$ cat src/rtl/mips_pkg.sv
// -----------------------------------------------------------------------------
// mips_pkg
// Shared types and constants for the MEM stage slice.
//   WORD_W / REG_ADDR_W : datapath word width and register-file index width
//   branch_type_t       : branch/jump kind carried down the pipeline
//   mem_state_t         : data-memory handshake FSM state
//   em_payload_t        : the E->M pipeline register contents
// -----------------------------------------------------------------------------
package mips_pkg;

    localparam int WORD_W     = 32;
    localparam int REG_ADDR_W = 5;

    typedef enum logic [3:0] {
        BR_NONE = 4'd0,
        BR_BEQ  = 4'd1,
        BR_BNE  = 4'd2,
        BR_J    = 4'd3,
        BR_JAL  = 4'd4
    } branch_type_t;

    typedef enum logic [1:0] {
        MEM_IDLE = 2'd0,
        MEM_REQ  = 2'd1,
        MEM_WAIT = 2'd2
    } mem_state_t;

    // Only the fields that are consumed after the register are kept;
    // mem_access is used at capture time to launch the handshake.
    typedef struct packed {
        logic [WORD_W-1:0]     alu_out;
        logic [WORD_W-1:0]     write_data;
        logic [WORD_W-1:0]     pc_branch;
        logic [WORD_W-1:0]     jump_addr;
        logic [REG_ADDR_W-1:0] write_reg;
        logic                  reg_write;
        logic                  mem_to_reg;
        logic                  mem_write;
        logic                  branch;
        logic                  zero;
        branch_type_t          branch_type;
    } em_payload_t;

endpackage

$ cat src/rtl/memory_access_stage_if.sv
// -----------------------------------------------------------------------------
// memory_access_stage_if
// Data-memory request/response bus between the MEM stage and the data memory.
//   req_valid / req_ready : request handshake (stage -> memory)
//   req_we                : 1 = store, 0 = load
//   addr / wdata          : word-aligned byte address and store data
//   rsp_valid / rsp_rdata : response (read data or write ack)
// Modports: master = MEM stage, slave = data memory.
// -----------------------------------------------------------------------------
interface memory_access_stage_if #(
    parameter int ADDR_W = 32,
    parameter int DATA_W = 32
) ();

    logic              req_valid;
    logic              req_ready;
    logic              req_we;
    logic [ADDR_W-1:0] addr;
    logic [DATA_W-1:0] wdata;
    logic              rsp_valid;
    logic [DATA_W-1:0] rsp_rdata;

    modport master (
        output req_valid,
        output req_we,
        output addr,
        output wdata,
        input  req_ready,
        input  rsp_valid,
        input  rsp_rdata
    );

    modport slave (
        input  req_valid,
        input  req_we,
        input  addr,
        input  wdata,
        output req_ready,
        output rsp_valid,
        output rsp_rdata
    );

endinterface

$ cat src/rtl/dmem_handshake_fsm.sv
// -----------------------------------------------------------------------------
// dmem_handshake_fsm
// IDLE/REQ/WAIT sequencer for one data-memory access.
//   clk, rst   : clock, synchronous active-high reset
//   start      : launch an access (sampled only in IDLE)
//   req_ready  : memory accepts the request (sampled only in REQ)
//   rsp_valid  : memory response / write ack (sampled only in WAIT)
//   req_valid  : request valid, high throughout REQ
//   stall      : an access is outstanding (state != IDLE)
//   rsp_done   : single-cycle strobe, the response is being consumed this edge
// -----------------------------------------------------------------------------
module dmem_handshake_fsm
    import mips_pkg::*;
(
    input  logic clk,
    input  logic rst,
    input  logic start,
    input  logic req_ready,
    input  logic rsp_valid,
    output logic req_valid,
    output logic stall,
    output logic rsp_done
);

    mem_state_t state_q;
    mem_state_t state_d;

    always_ff @(posedge clk) begin
        if (rst) begin
            state_q <= MEM_IDLE;
        end else begin
            state_q <= state_d;
        end
    end

    // Responses arriving in IDLE or REQ (e.g. stale ones after a reset) are
    // deliberately ignored; only WAIT listens to rsp_valid.
    always_comb begin
        state_d   = state_q;
        req_valid = 1'b0;
        rsp_done  = 1'b0;
        case (state_q)
            MEM_IDLE: begin
                if (start) begin
                    state_d = MEM_REQ;
                end
            end
            MEM_REQ: begin
                req_valid = 1'b1;
                if (req_ready) begin
                    state_d = MEM_WAIT;
                end
            end
            MEM_WAIT: begin
                if (rsp_valid) begin
                    rsp_done = 1'b1;
                    state_d  = MEM_IDLE;
                end
            end
            default: begin
                state_d = MEM_IDLE;
            end
        endcase
    end

    assign stall = (state_q != MEM_IDLE);

endmodule

$ cat src/rtl/memory_access_stage.sv
// -----------------------------------------------------------------------------
// memory_access_stage
// Pipeline MEM stage: E->M register, data-memory handshake, branch/jump
// resolution and the M->W payload.
//   clk, rst           : clock, synchronous active-high reset
//   *_e inputs         : Execute-stage results and control
//   dmem (master)      : data-memory request/response bus
//   alu_out_m, read_data_m, write_reg_m, reg_write_m, mem_to_reg_m : M->W
//   stall_m            : freeze IF/ID/EX and hold this stage
//   pc_src_m/pc_target_m : fetch redirect
//   misalign_m         : misaligned access flag
// Optional feature macro: MEM_MISALIGN_TRAP_EN. When defined, a captured
// access whose address is not word aligned never reaches memory and is
// flagged on misalign_m with its writeback suppressed. When undefined,
// misalign_m is 0 and the low two address bits are simply dropped.
// -----------------------------------------------------------------------------
module memory_access_stage
    import mips_pkg::*;
#(
    parameter int ADDR_W = 32,
    parameter int DATA_W = 32
) (
    input  logic                  clk,
    input  logic                  rst,

    input  logic [WORD_W-1:0]     alu_out_e,
    input  logic [WORD_W-1:0]     write_data_e,
    input  logic [REG_ADDR_W-1:0] write_reg_e,
    input  logic                  reg_write_e,
    input  logic                  mem_to_reg_e,
    input  logic                  mem_write_e,
    input  logic                  mem_access_e,
    input  logic                  branch_e,
    input  logic                  zero_e,
    input  logic [WORD_W-1:0]     pc_branch_e,
    input  logic [WORD_W-1:0]     jump_addr_e,
    input  branch_type_t          branch_type_e,

    memory_access_stage_if.master dmem,

    output logic [WORD_W-1:0]     alu_out_m,
    output logic [WORD_W-1:0]     read_data_m,
    output logic [REG_ADDR_W-1:0] write_reg_m,
    output logic                  reg_write_m,
    output logic                  mem_to_reg_m,
    output logic                  stall_m,
    output logic                  pc_src_m,
    output logic [WORD_W-1:0]     pc_target_m,
    output logic                  misalign_m
);

    em_payload_t         em_q;
    em_payload_t         em_d;
    logic [WORD_W-1:0]   read_data_q;
    logic [WORD_W-1:0]   read_data_d;
    logic                start_access;
    logic                rsp_done;
    logic                br_cond;

    // ------------------------------------------------------------------
    // E->M register: loads whenever the stage is not stalled; while a
    // memory access is outstanding the E inputs are ignored.
    // ------------------------------------------------------------------
    always_comb begin
        em_d = em_q;
        if (!stall_m) begin
            em_d.alu_out     = alu_out_e;
            em_d.write_data  = write_data_e;
            em_d.pc_branch   = pc_branch_e;
            em_d.jump_addr   = jump_addr_e;
            em_d.write_reg   = write_reg_e;
            em_d.reg_write   = reg_write_e;
            em_d.mem_to_reg  = mem_to_reg_e;
            em_d.mem_write   = mem_write_e;
            em_d.branch      = branch_e;
            em_d.zero        = zero_e;
            em_d.branch_type = branch_type_e;
        end
    end

    always_ff @(posedge clk) begin
        if (rst) begin
            em_q <= '0;
        end else begin
            em_q <= em_d;
        end
    end

`ifdef MEM_MISALIGN_TRAP_EN
    logic misalign_q;
    logic misalign_d;
    logic addr_misaligned_e;

    assign addr_misaligned_e = (alu_out_e[1:0] != 2'b00);

    always_comb begin
        misalign_d = misalign_q;
        if (!stall_m) begin
            misalign_d = mem_access_e & addr_misaligned_e;
        end
    end

    always_ff @(posedge clk) begin
        if (rst) begin
            misalign_q <= 1'b0;
        end else begin
            misalign_q <= misalign_d;
        end
    end

    // A misaligned access is trapped here and never launches the FSM.
    assign start_access = !stall_m && mem_access_e && !addr_misaligned_e;
    assign misalign_m   = misalign_q;
    assign reg_write_m  = em_q.reg_write & ~stall_m & ~misalign_q;
    assign dmem.addr    = ADDR_W'(em_q.alu_out);
`else
    assign start_access = !stall_m && mem_access_e;
    assign misalign_m   = 1'b0;
    assign reg_write_m  = em_q.reg_write & ~stall_m;
    assign dmem.addr    = ADDR_W'({em_q.alu_out[WORD_W-1:2], 2'b00});
`endif

    // ------------------------------------------------------------------
    // Data-memory handshake
    // ------------------------------------------------------------------
    dmem_handshake_fsm u_fsm (
        .clk       (clk),
        .rst       (rst),
        .start     (start_access),
        .req_ready (dmem.req_ready),
        .rsp_valid (dmem.rsp_valid),
        .req_valid (dmem.req_valid),
        .stall     (stall_m),
        .rsp_done  (rsp_done)
    );

    // Request fields come straight from the held E->M register, so they are
    // stable for as long as the request waits for ready.
    assign dmem.req_we = em_q.mem_write;
    assign dmem.wdata  = DATA_W'(em_q.write_data);

    // Load data is captured on the response edge; a store's response is just
    // a write ack and leaves the previous load data in place.
    always_comb begin
        read_data_d = read_data_q;
        if (rsp_done && !em_q.mem_write) begin
            read_data_d = WORD_W'(dmem.rsp_rdata);
        end
    end

    always_ff @(posedge clk) begin
        if (rst) begin
            read_data_q <= '0;
        end else begin
            read_data_q <= read_data_d;
        end
    end

    // ------------------------------------------------------------------
    // M->W payload
    // ------------------------------------------------------------------
    assign alu_out_m    = em_q.alu_out;
    assign read_data_m  = read_data_q;
    assign write_reg_m  = em_q.write_reg;
    assign mem_to_reg_m = em_q.mem_to_reg;

    // ------------------------------------------------------------------
    // Branch / jump resolution from the registered zero flag
    // ------------------------------------------------------------------
    always_comb begin
        br_cond     = 1'b0;
        pc_target_m = em_q.pc_branch;
        case (em_q.branch_type)
            BR_BEQ: begin
                br_cond = em_q.zero;
            end
            BR_BNE: begin
                br_cond = ~em_q.zero;
            end
            BR_J, BR_JAL: begin
                br_cond     = 1'b1;
                pc_target_m = em_q.jump_addr;
            end
            default: begin
                br_cond = 1'b0;
            end
        endcase
    end

    assign pc_src_m = em_q.branch & br_cond;

endmodule

$ cat src/flat_wrapper.sv
// flat-port wrapper written by rule: the top's interface ports become plain ports
module memory_access_stage_flat import mips_pkg::*;
#(
    parameter int ADDR_W = 32,
    parameter int DATA_W = 32
)
  (clk, rst, alu_out_e, write_data_e, write_reg_e, reg_write_e, mem_to_reg_e, mem_write_e, mem_access_e, branch_e, zero_e, pc_branch_e, jump_addr_e, branch_type_e, alu_out_m, read_data_m, write_reg_m, reg_write_m, mem_to_reg_m, stall_m, pc_src_m, pc_target_m, misalign_m, dmem_req_valid, dmem_req_we, dmem_addr, dmem_wdata, dmem_req_ready, dmem_rsp_valid, dmem_rsp_rdata);
  memory_access_stage_if #(.ADDR_W(ADDR_W), .DATA_W(DATA_W)) dmem_i ();
  input  logic clk;
  input  logic rst;
  input  logic [WORD_W-1:0] alu_out_e;
  input  logic [WORD_W-1:0] write_data_e;
  input  logic [REG_ADDR_W-1:0] write_reg_e;
  input  logic reg_write_e;
  input  logic mem_to_reg_e;
  input  logic mem_write_e;
  input  logic mem_access_e;
  input  logic branch_e;
  input  logic zero_e;
  input  logic [WORD_W-1:0] pc_branch_e;
  input  logic [WORD_W-1:0] jump_addr_e;
  input  branch_type_t branch_type_e;
  output logic [WORD_W-1:0] alu_out_m;
  output logic [WORD_W-1:0] read_data_m;
  output logic [REG_ADDR_W-1:0] write_reg_m;
  output logic reg_write_m;
  output logic mem_to_reg_m;
  output logic stall_m;
  output logic pc_src_m;
  output logic [WORD_W-1:0] pc_target_m;
  output logic misalign_m;
  output wire logic [$bits(dmem_i.req_valid)-1:0] dmem_req_valid;
  output wire logic [$bits(dmem_i.req_we)-1:0] dmem_req_we;
  output wire logic [$bits(dmem_i.addr)-1:0] dmem_addr;
  output wire logic [$bits(dmem_i.wdata)-1:0] dmem_wdata;
  input wire logic [$bits(dmem_i.req_ready)-1:0] dmem_req_ready;
  input wire logic [$bits(dmem_i.rsp_valid)-1:0] dmem_rsp_valid;
  input wire logic [$bits(dmem_i.rsp_rdata)-1:0] dmem_rsp_rdata;
  assign dmem_req_valid = dmem_i.req_valid;
  assign dmem_req_we = dmem_i.req_we;
  assign dmem_addr = dmem_i.addr;
  assign dmem_wdata = dmem_i.wdata;
  assign dmem_i.req_ready = dmem_req_ready;
  assign dmem_i.rsp_valid = dmem_rsp_valid;
  assign dmem_i.rsp_rdata = dmem_rsp_rdata;
  memory_access_stage #(.ADDR_W(ADDR_W), .DATA_W(DATA_W)) u_core (.clk(clk), .rst(rst), .alu_out_e(alu_out_e), .write_data_e(write_data_e), .write_reg_e(write_reg_e), .reg_write_e(reg_write_e), .mem_to_reg_e(mem_to_reg_e), .mem_write_e(mem_write_e), .mem_access_e(mem_access_e), .branch_e(branch_e), .zero_e(zero_e), .pc_branch_e(pc_branch_e), .jump_addr_e(jump_addr_e), .branch_type_e(branch_type_e), .dmem(dmem_i), .alu_out_m(alu_out_m), .read_data_m(read_data_m), .write_reg_m(write_reg_m), .reg_write_m(reg_write_m), .mem_to_reg_m(mem_to_reg_m), .stall_m(stall_m), .pc_src_m(pc_src_m), .pc_target_m(pc_target_m), .misalign_m(misalign_m));
endmodule
$ cat config.mk
export PLATFORM = sky130hd
export DESIGN_NAME = memory_access_stage_flat
export DESIGN_NICKNAME = d
export VERILOG_FILES = /design/src/rtl/mips_pkg.sv /design/src/rtl/memory_access_stage_if.sv /design/src/rtl/dmem_handshake_fsm.sv /design/src/rtl/memory_access_stage.sv /design/src/flat_wrapper.sv
export SDC_FILE = /design/constraint.sdc
export NUM_CORES = 1
export LEC_CHECK = 0
export CAP_MARGIN = 20
export CORE_MARGIN = 1.5
export CORE_UTILIZATION = 24
export CTS_CLUSTER_SIZE = 12
export DETAILED_ROUTE_END_ITERATION = 16
export GPL_ROUTABILITY_DRIVEN = 0
export SLEW_MARGIN = 0
export SYNTH_ARGS = -nofsm -noshare
export SYNTH_HDL_FRONTEND = slang
export SYNTH_HIERARCHICAL = 1
export SYNTH_SLANG_ARGS = --single-unit
$ cat constraint.sdc
create_clock -name clk -period 3.8 [get_ports clk]
set_clock_uncertainty 0.05 [all_clocks]
set_input_delay 0.76 -clock clk [delete_from_list [all_inputs] [get_ports clk]]
set_output_delay 0.76 -clock clk [all_outputs]
set_load 0.01 [all_outputs]
==> metrics.txt <==
outcome completed; Post-synth top cells dfxtp_1, mux2i_1, nor2_1; Synth area leader dfxtp_1; cells along the critical path or3b_4, a21oi_4, buf_4, mux2_2, clkdlybuf4s50_1; CP peak stage delay 0.49 ns; initial antenna violation count 0; die extent in x between 150 and 200 microns; std cell rows 63; Worst-Skew Late Latency approximately 0.42 ns; leading post-synthesis cells by cell area dfxtp_1, mux2i_1, buf_4; Hold Vio Cnt, Final 0; Clock Sinks approximately 180; max-slew violations 0; CTS tree yes; CTS Hold Buffers Added 0; Mapped Area 7370 sq um; Clock Path Buffers 2; Die Ht 178 microns; Compound-Gate Fraction of Synth Area 0.0268; Synth Instances 755; Area Growth Syn to Fin 49.9%; post-synthesis average cell area 9.76 sq um; slowest stage cell, crit path clkdlybuf4s50_1; DIE AREA around 32,000 sq um; routed vias between 5k and 6k; cts repair resizes 0; post-detail-place hpwl around 15 mm; ANT nets after route 0; Tot Pwr 4.88 mW; largest net degree at the start of global routing 85; Worst Setup End Kind primary output; Buf/Inv on CP 2; setup bufs post-CTS 0; port bufs around 350; CP top delay family buffers and inverters; number of global-route vias before repair roughly 5.5k; worst min path class reg2reg; setup TNS 0 ns; xor/xnor share of the synthesized area 0; Max-cap violations 0; crit-path max FO 32; global-route wire length before repair 30.8 mm; EDFF count, synth 0; yosys warns 6; starting density of the core 0.246; TritonCTS Buffers 17; critical path class reg2out; Via density a little over 4; Worst Setup Start Kind flop; Peak VDD IR about 0.22 mV; Arr. time, crit path 2.63 ns; worst slew pin tran ~0.9 ns; clock-pin slew on the worst setup and hold paths around 0.070 ns; Slew HR 0.399; I/O pin cnt around 350; Initial DRC Count around 190; Pre-Repair DR Iteration Count 4; top cell type's share of synthesized area 0.478; Critical Path RT about 3.0 ns; fin crit period ~3.4 ns; Final nets ~1.2k; total congestion overflow 0; Clock Tree Root clkbuf_16; Async SR Flop Fraction 0; simple-gate share of the synthesized area 0.119; post-synthesis register bit count roughly 180; DRC 0; mux contribution to synthesized area 0.243; CORE AREA around 30,000 sq um; period utilization 0.906; worst hold start u_core/read_data_m[21]$_SDFFE_PP0P_; Setup-failing EPs final 0; Max Clk Rate around 290 MHz; GRT Util Overall 0.126; main flop type after synthesis dfxtp_1; main combinational cell family by area after synthesis multiplexers; Seq/Total Area, Yosys 0.478; crit path from u_core/em_q[2]$_SDFFE_PP0N_; Util after Layout 0.369; unique cell type count in the Yosys netlist 25; adder and majority cell fraction of the synthesized area 0; FF-to-FF Start u_core/u_fsm/state_q[0]$_SDFFE_PP0P_; most common cell in the netlist dfxtp_1; layout cells sized above 1 0.0753; WL per Instance approximately 15 microns; PwrDens ~440 nW/um^2; Lkg Pwr 4.13 nW; H-tree depth 4; RSZ-0062 raised after global routing false; WL final 20.8 mm
[layout by cell type, fill, tap and decap left out, drive strengths merged]
cell type / n
nor2: 142
clkbuf: 21
a21oi: 34
buf: 8
clkdlybuf4s50: 346
clkinvlp: 6
o21ai: 1
nand3b: 2
or2: 1
mux2i: 143
a211oi: 1
nand2b: 3
bufinv: 2
diode: 1
nor2b: 4
and3b: 2
inv: 1
nand2: 64
dfxtp: 176
clkinv: 2
mux2: 32
conb: 3
or3b: 2
[layer usage]
layer / track usage / wire length (microns)
met4: 0.0431 / 342
met1: 0.148 / 8800
met2: 0.208 / 9610
met5: 0 / 0
met3: 0.0520 / 2020
[where the power goes]
group / internal [mW] / switching [mW] / leakage [nW]
Clock: 1.03 / 0.784 / 0.274
Combinational: 0.607 / 0.398 / 2.40
Sequential: 1.98 / 0.0862 / 1.45
Total: 3.62 / 1.27 / 4.13
[cell type report]
cell class	instances	area, sq um
sequential	176	3520
clock inverter	11	131
multi-input combinational	434	2880
clock buffer	21	470
antenna	1	2.50
fill	3024	18900
timing repair buffer	354	3550
tap	390	488
[worst reg2reg max path, stage by stage (launching register included)]
cell and delay (ns):
dfxtp_1 0.43, or2_4 0.47, buf_4 0.82, mux2i_1 0.32, nor2_1 0.05
[sequential cells by signal (all words and copies together), names as in the netlist]
name,count
u_core/dmem.req_we,1
u_core/em_q,71
u_core/u_fsm/state_q,2
u_core/dmem.wdata,32
u_core/mem_to_reg_m,1
u_core/read_data_m,32
u_core/alu_out_m,32
u_core/write_reg_m,5
[worst paths after layout]
path,cells past startpoint,to,slack (ns)
min,2,u_core/read_data_m[21]$_SDFFE_PP0P_,0.40
max reg2reg,4,u_core/em_q[57]$_SDFFE_PP0N_,1.53
max,5,pc_target_m[14],0.36
min reg2reg,2,u_core/read_data_m[21]$_SDFFE_PP0P_,0.40
[through the flow]
step	worst slack, ns	cells	instance area [sq um]	hold slack, ns
floorplan	1.54	757	7380	0.398
global placement	0.865	1354	10400	0.391
detailed placement	0.813	1354	10400	0.397
CTS	0.323	1386	11000	0.407
global route	0.239	1386	11000	0.424
finish	0.357	1387	11000	0.403
[cells by family (layout without fill, tap and decap cells)]
kind of cell | after synthesis | in the layout
other cells | 1 | 4
compound gates | 36 | 36
flops | 176 | 176
buf+inv | 147 | 386
mux | 175 | 175
simple gates | 220 | 220
No activity file was read; power rests on OpenSTA's default activity.
